`config.mk`:
```
export PLATFORM = sky130hd
export DESIGN_NAME = autoconfig_master
export DESIGN_NICKNAME = d
export VERILOG_FILES = /design/src/rtl/autoconfig_master.sv
export SDC_FILE = /design/constraint.sdc
export NUM_CORES = 1
export LEC_CHECK = 0
export ABC_CLOCK_PERIOD_IN_PS = 5300
export CORE_MARGIN = 2
export CORE_UTILIZATION = 50
export DETAILED_ROUTE_END_ITERATION = 7
export GPL_ROUTABILITY_DRIVEN = 0
export PLACE_DENSITY = 0.76
export REMOVE_ABC_BUFFERS = 1
export SLEW_MARGIN = 30
export SYNTH_ARGS = -nofsm -noshare
export SYNTH_HDL_FRONTEND = slang
export SYNTH_SLANG_ARGS = --single-unit
```
`constraint.sdc`:
```
create_clock -name CLK -period 5.3 [get_ports CLK]
set_clock_uncertainty 0.15 [all_clocks]
set_input_delay 0.795 -clock CLK [delete_from_list [all_inputs] [get_ports CLK]]
set_output_delay 0.795 -clock CLK [all_outputs]
set_load 0.01 [all_outputs]
```
`src/rtl/autoconfig_master.sv`:
```
// Zorro II autoconfig initiator: reads each board's nibbles at $E8xxxx, assigns a size-aligned base or shuts it up.
// Each access is ADDR, STRB (up to TIMEOUT cycles waiting on DTACK), RCVR; the bus slave throttles via DTACK.
module autoconfig_master #(
  parameter int          TIMEOUT    = 15,
  parameter logic [7:0]  BASE_START = 8'h20,
  parameter logic [8:0]  MEM_TOP    = 9'h0A0,
  parameter int          MAX_BOARDS = 8
) (
  input  logic        CLK,
  input  logic        _RST,
  input  logic        start,
  output logic [7:0]  AH,
  output logic [5:0]  AL,
  output logic        RW,
  output logic        _UDS,
  input  logic [3:0]  D_i,
  output logic [3:0]  D_o,
  output logic        D_oe,
  input  logic        DTACK,
  output logic        _configout,
  output logic        busy,
  output logic        done,
  output logic        board_valid,
  output logic [7:0]  board_type,
  output logic [7:0]  board_product,
  output logic [7:0]  board_flags,
  output logic [15:0] board_mfg,
  output logic [7:0]  board_base,
  output logic        board_shutup,
  output logic        board_err,
  output logic [3:0]  board_count
);

  localparam int TW = $clog2(TIMEOUT + 1);

  typedef enum logic [2:0] {
    S_IDLE, S_ADDR, S_STRB, S_RCVR, S_ALLOC, S_REPORT, S_DONE
  } state_t;

  state_t         state, state_nx;
  logic [3:0]     rd_idx;
  logic           writing;
  logic           wr_last;
  logic [TW-1:0]  tcnt;
  logic           tmo;
  logic [39:0]    nib;
  logic [8:0]     next_free;

  logic           timed_out;
  logic [2:0]     sz;
  logic [8:0]     units;
  logic [8:0]     base_al;
  logic [9:0]     base_end;
  logic           alloc_err;

  // Read order skips $0C/$0E: word indices 0-5 then 8-11.
  function automatic logic [5:0] word_idx(input logic [3:0] i);
    return (i < 4'd6) ? {2'b00, i} : ({2'b00, i} + 6'd2);
  endfunction

  assign AH        = 8'hE8;
  assign timed_out = (tcnt == TW'(TIMEOUT - 1)) && !DTACK;

  always_comb begin
    sz        = nib[34:32];
    units     = (sz == 3'd0) ? 9'd128 : (9'd1 << (sz - 3'd1));
    base_al   = (next_free + units - 9'd1) & ~(units - 9'd1);
    base_end  = {1'b0, base_al} + {1'b0, units};
    alloc_err = (nib[39:38] != 2'b11) || (base_end > {1'b0, MEM_TOP});
  end

  always_ff @(posedge CLK) begin
    if (!_RST) state <= S_IDLE;
    else       state <= state_nx;
  end

  always_comb begin
    state_nx    = state;
    _UDS        = 1'b1;
    D_oe        = 1'b0;
    busy        = 1'b1;
    done        = 1'b0;
    board_valid = 1'b0;
    case (state)
      S_IDLE: begin
        busy = 1'b0;
        if (start) state_nx = S_ADDR;
      end
      S_ADDR: state_nx = S_STRB;
      S_STRB: begin
        _UDS = 1'b0;
        D_oe = !RW;
        if (DTACK || timed_out) state_nx = S_RCVR;
      end
      S_RCVR: begin
        if (writing)            state_nx = wr_last ? S_REPORT : S_ADDR;
        else if (tmo)           state_nx = (rd_idx == 4'd0) ? S_DONE : S_REPORT;
        else if (rd_idx == 4'd9) state_nx = S_ALLOC;
        else                    state_nx = S_ADDR;
      end
      S_ALLOC: state_nx = S_ADDR;
      S_REPORT: begin
        board_valid = 1'b1;
        state_nx = (board_count == 4'(MAX_BOARDS - 1)) ? S_DONE : S_ADDR;
      end
      S_DONE: begin
        busy     = 1'b0;
        done     = 1'b1;
        state_nx = S_IDLE;
      end
      default: state_nx = S_IDLE;
    endcase
  end

  assign _configout = !busy;

  always_ff @(posedge CLK) begin
    if (!_RST) begin
      AL            <= '0;
      RW            <= 1'b1;
      D_o           <= '0;
      rd_idx        <= '0;
      writing       <= 1'b0;
      wr_last       <= 1'b0;
      tcnt          <= '0;
      tmo           <= 1'b0;
      nib           <= '0;
      next_free     <= {1'b0, BASE_START};
      board_type    <= '0;
      board_product <= '0;
      board_flags   <= '0;
      board_mfg     <= '0;
      board_base    <= '0;
      board_shutup  <= 1'b0;
      board_err     <= 1'b0;
      board_count   <= '0;
    end else begin
      case (state)
        S_IDLE: if (start) begin
          board_count  <= '0;
          board_err    <= 1'b0;
          board_shutup <= 1'b0;
          board_base   <= '0;
          rd_idx       <= '0;
          writing      <= 1'b0;
          wr_last      <= 1'b0;
          AL           <= '0;
          RW           <= 1'b1;
          D_o          <= '0;
        end
        S_ADDR: begin
          tcnt <= '0;
          tmo  <= 1'b0;
        end
        S_STRB: begin
          tcnt <= tcnt + 1'b1;
          if (DTACK) begin
            if (RW) nib <= {nib[35:0], D_i};
          end else if (timed_out) begin
            tmo <= 1'b1;
          end
        end
        S_RCVR: begin
          if (writing) begin
            if (tmo) board_err <= 1'b1;
            if (!wr_last) begin
              AL      <= 6'h24;
              D_o     <= board_base[7:4];
              wr_last <= 1'b1;
            end
          end else if (tmo) begin
            if (rd_idx != 4'd0) board_err <= 1'b1;
          end else if (rd_idx != 4'd9) begin
            rd_idx <= rd_idx + 4'd1;
            AL     <= word_idx(rd_idx + 4'd1);
          end
        end
        S_ALLOC: begin
          board_type    <= nib[39:32];
          board_product <= ~nib[31:24];
          board_flags   <= ~nib[23:16];
          board_mfg     <= ~nib[15:0];
          writing       <= 1'b1;
          RW            <= 1'b0;
          if (alloc_err) begin
            board_err    <= 1'b1;
            board_shutup <= 1'b1;
            board_base   <= '0;
            AL           <= 6'h26;
            D_o          <= '0;
            wr_last      <= 1'b1;
          end else begin
            board_base <= base_al[7:0];
            next_free  <= base_end[8:0];
            AL         <= 6'h25;
            D_o        <= base_al[3:0];
            wr_last    <= 1'b0;
          end
        end
        S_REPORT: begin
          // Prepare the $00 read of the next board in the chain.
          board_count  <= board_count + 4'd1;
          rd_idx       <= '0;
          writing      <= 1'b0;
          wr_last      <= 1'b0;
          AL           <= '0;
          RW           <= 1'b1;
          D_o          <= '0;
          board_err    <= 1'b0;
          board_shutup <= 1'b0;
          board_base   <= '0;
        end
        S_DONE: begin
          RW      <= 1'b1;
          D_o     <= '0;
          writing <= 1'b0;
        end
        default: ;
      endcase
    end
  end

endmodule
```
==> qor.csv <==
metric;value;unit
fin_setup_tns;0;ns
synth.most_common_cell;nand2_1;
root_buffer;clkbuf_16;
wl_met2;7000;um
setup_viol;0;
cp_common_cell;ha_1;
cts_buffer_depth;2;
drc_errors;0;
core-area;12700;um2
grt_max_degree;80;
dp_hpwl;10400;um
fin_crit;5.07;ns
yosysUniqueCellTypes;61;
highest_layer;met4;
p_clk_share;49.0;%
rsz0062_at_grt;no;
maxSlewViolCount;0;
grt_pass1_vias;5400;
drive_above_1_share;6.47;%
arrival;5.24;ns
die_w;118;um
synth_commonest_cells;nand2_1, dfxtp_1, a21boi_0;
endpoint_kind;flop;
antenna_found_initial;0;
outcome;completed;
synth_area;6510;um2
max_freq;197;MHz
ios;87;
drv_cap;0;
clk_latency;0.41;ns
cts_tree;done;
place_area;7360;um2
synth_top_cell_area_share;39.4;%
leakage;3.46;nW
clkTransAtPathRegs;0.06;ns
fin_area;7920;um2
peakVddDrop;213;uV
h-tree-depth;4;
first_pass_iters;5;
synth-edff-count;0;
final-hold-violation-count;0;
ys_warn_count;0;
postLayoutCoreUtil;62.5;%
critPathMaxStageDelay;0.43;ns
combinationalPowerShare;5.7;%
pwr-share-seq;45.3;%
slew_headroom;38.6;%
cts_buffers;17;
ys_seq_area_share;39.4;%
syn2layout_area_growth;21.6;%
critPathKind;reg -> reg;
wl_per_cell;14.5;um
wl_met3;982;um
die_height;118;um
grt_pass1_wl;25100;um
tightest_slew;0.919;ns
dieArea;14000;um2
synthTopCellsByArea;dfxtp_1, nand2_1, a21boi_0, ha_1, o211a_1;
detailroute.via_count;5663;
critPathRequiredTime;5.48;ns
crit_fanout;11;
switching_share;24.1;%
floorplan.initialDensity;51.4;%
p_switching;0.528;mW
drt-met1-wl;6720;um
start_kind;flop;
synth_top_cell_by_area;dfxtp_1;
fin_hold_ws;0.309;ns
syn_inst;794;
cts.sinks;128;
synth_seq_cells;128;
powerDensity;277;nW/um2
synthArstFlopShare;0;%
path_cells;or3b_4 -> ha_1 -> inv_1 -> ha_1 -> fa_1 -> xor2_1 -> and3_1 -> ha_1 -> a21o_1 -> a31o_2 -> o31ai_1 -> o21ai_0 -> xor2_1 -> o2111ai_4 -> or2_4 -> buf_4 -> o21ai_0;
routed_wl;15000;um
rows;41;
drt-initial-drc-count;461;
grt.overflow.total;0;
diodes;0;
critPathSlowestCell;or3b_4;
final_antenna_net_count;0;
power.internal;1.66;mW
synthFlopType;dfxtp_1;
totalPowerFinal;2.19;mW
n_fill_cell;1117;
numPortBuffers;78;
viasPerCell;5.46;
avgSynthCellArea;8.20;um2
track_usage;21.9;%
finalCritPeriodShare;95.6;%
min_path_type;reg -> reg;
finalNetCount;890;
layer usage:
metal / vias to the layer above / GRT usage (%)
met5: - / 0
met4: 0 / 9.19
met3: 31 / 6.30
met2: 177 / 35.3
met1: 2639 / 27.3
li1: 2816 / -
area by class of cell:
type / count / area [um2] / area share (%)
multi-input combinational: 579 / 3600 / 45.4
sequential: 128 / 2560 / 32.4
timing repair buffer: 87 / 846 / 10.7
clock buffer: 19 / 433 / 5.47
tap: 172 / 215 / 2.72
inverter: 39 / 146 / 1.85
clock inverter: 13 / 115 / 1.45
what timing repair did:
action                     in CTS  in global routing
resized for setup               0                  4
setup endpoints to repair       0                 17
setup buffers                   0                  0
hold buffers                    0                  0
power by group through the flow:
stage | registers [mW] | logic, mW | clock network (mW)
after floorplan | 1.01 | 0.0649 | 0
after detailed placement | 1.01 | 0.123 | 0
after CTS | 0.991 | 0.124 | 1.09
after global placement | 1.01 | 0.121 | 0
final | 0.992 | 0.124 | 1.07
after global routing | 0.994 | 0.138 | 1.13
through the flow:
step	std cells	worst slack, ns
2_1_floorplan	746	0.183
3_3_place_gp	1005	0.325
3_5_place_dp	1005	0.138
4_1_cts	1037	0.126
5_1_grt	1037	0.000271
6_report	1037	0.234
state kept, by name, indices dropped and copies added (netlist names), 3 cells and up:
name	cells
D_o	4
rd_idx	4
tcnt	4
state	3
AL	6
board_flags	8
board_type	8
board_mfg	16
next_free	9
board_product	8
nib	40
board_base	8
board_count	4
cell usage in the layout, fill, tap and decap left out, types with 10 or more instances in the layout:
cell type / instances
a21oi_1: 22
nand3_1: 17
ha_1: 29
mux2i_1: 10
buf_4: 10
and2_1: 12
o211a_1: 33
a21boi_0: 52
dfxtp_1: 128
nand2_1: 183
clkdlybuf4s50_1: 77
nand2b_1: 11
nor2b_1: 15
clkbuf_16: 17
nor2_1: 33
o21ai_0: 41
inv_1: 39
path summary, 6_finish.rpt:
kind                startpoint      endpoint  slack (ns)  cells past startpoint
setup / recovery       nib[34]        D_o[2]        0.23                     17
hold / removal    next_free[6]  next_free[6]        0.31                      2
setup reg to reg       nib[34]        D_o[2]        0.23                     17
hold reg to reg   next_free[6]  next_free[6]        0.31                      2
worst max-delay path: cells and delay by family (launching register included):
kind,cells,cell delay (ns)
buf+inv,2,0.24
xor+xnor,2,0.49
simple gates,3,0.94
fa+ha+maj,4,1.33
flops,1,0.31
compound gates,6,1.52
cell families (layout without fill, tap and decap cells):
kind of cell / count (synthesis) / after routing / synth area share, %
and+or+nand+nor: 316 / 316 / 21.9
AOI/OAI and AO/OA: 197 / 197 / 22.7
DFF: 128 / 128 / 39.4
buffers and inverters: 93 / 158 / 5.96
adders and majority gates: 30 / 30 / 5.88
xor gates and xnor gates: 16 / 16 / 2.15
muxes: 12 / 12 / 2.00
other: 2 / 8 / 0.115
Note: power is estimated with default switching activity, not from simulation.
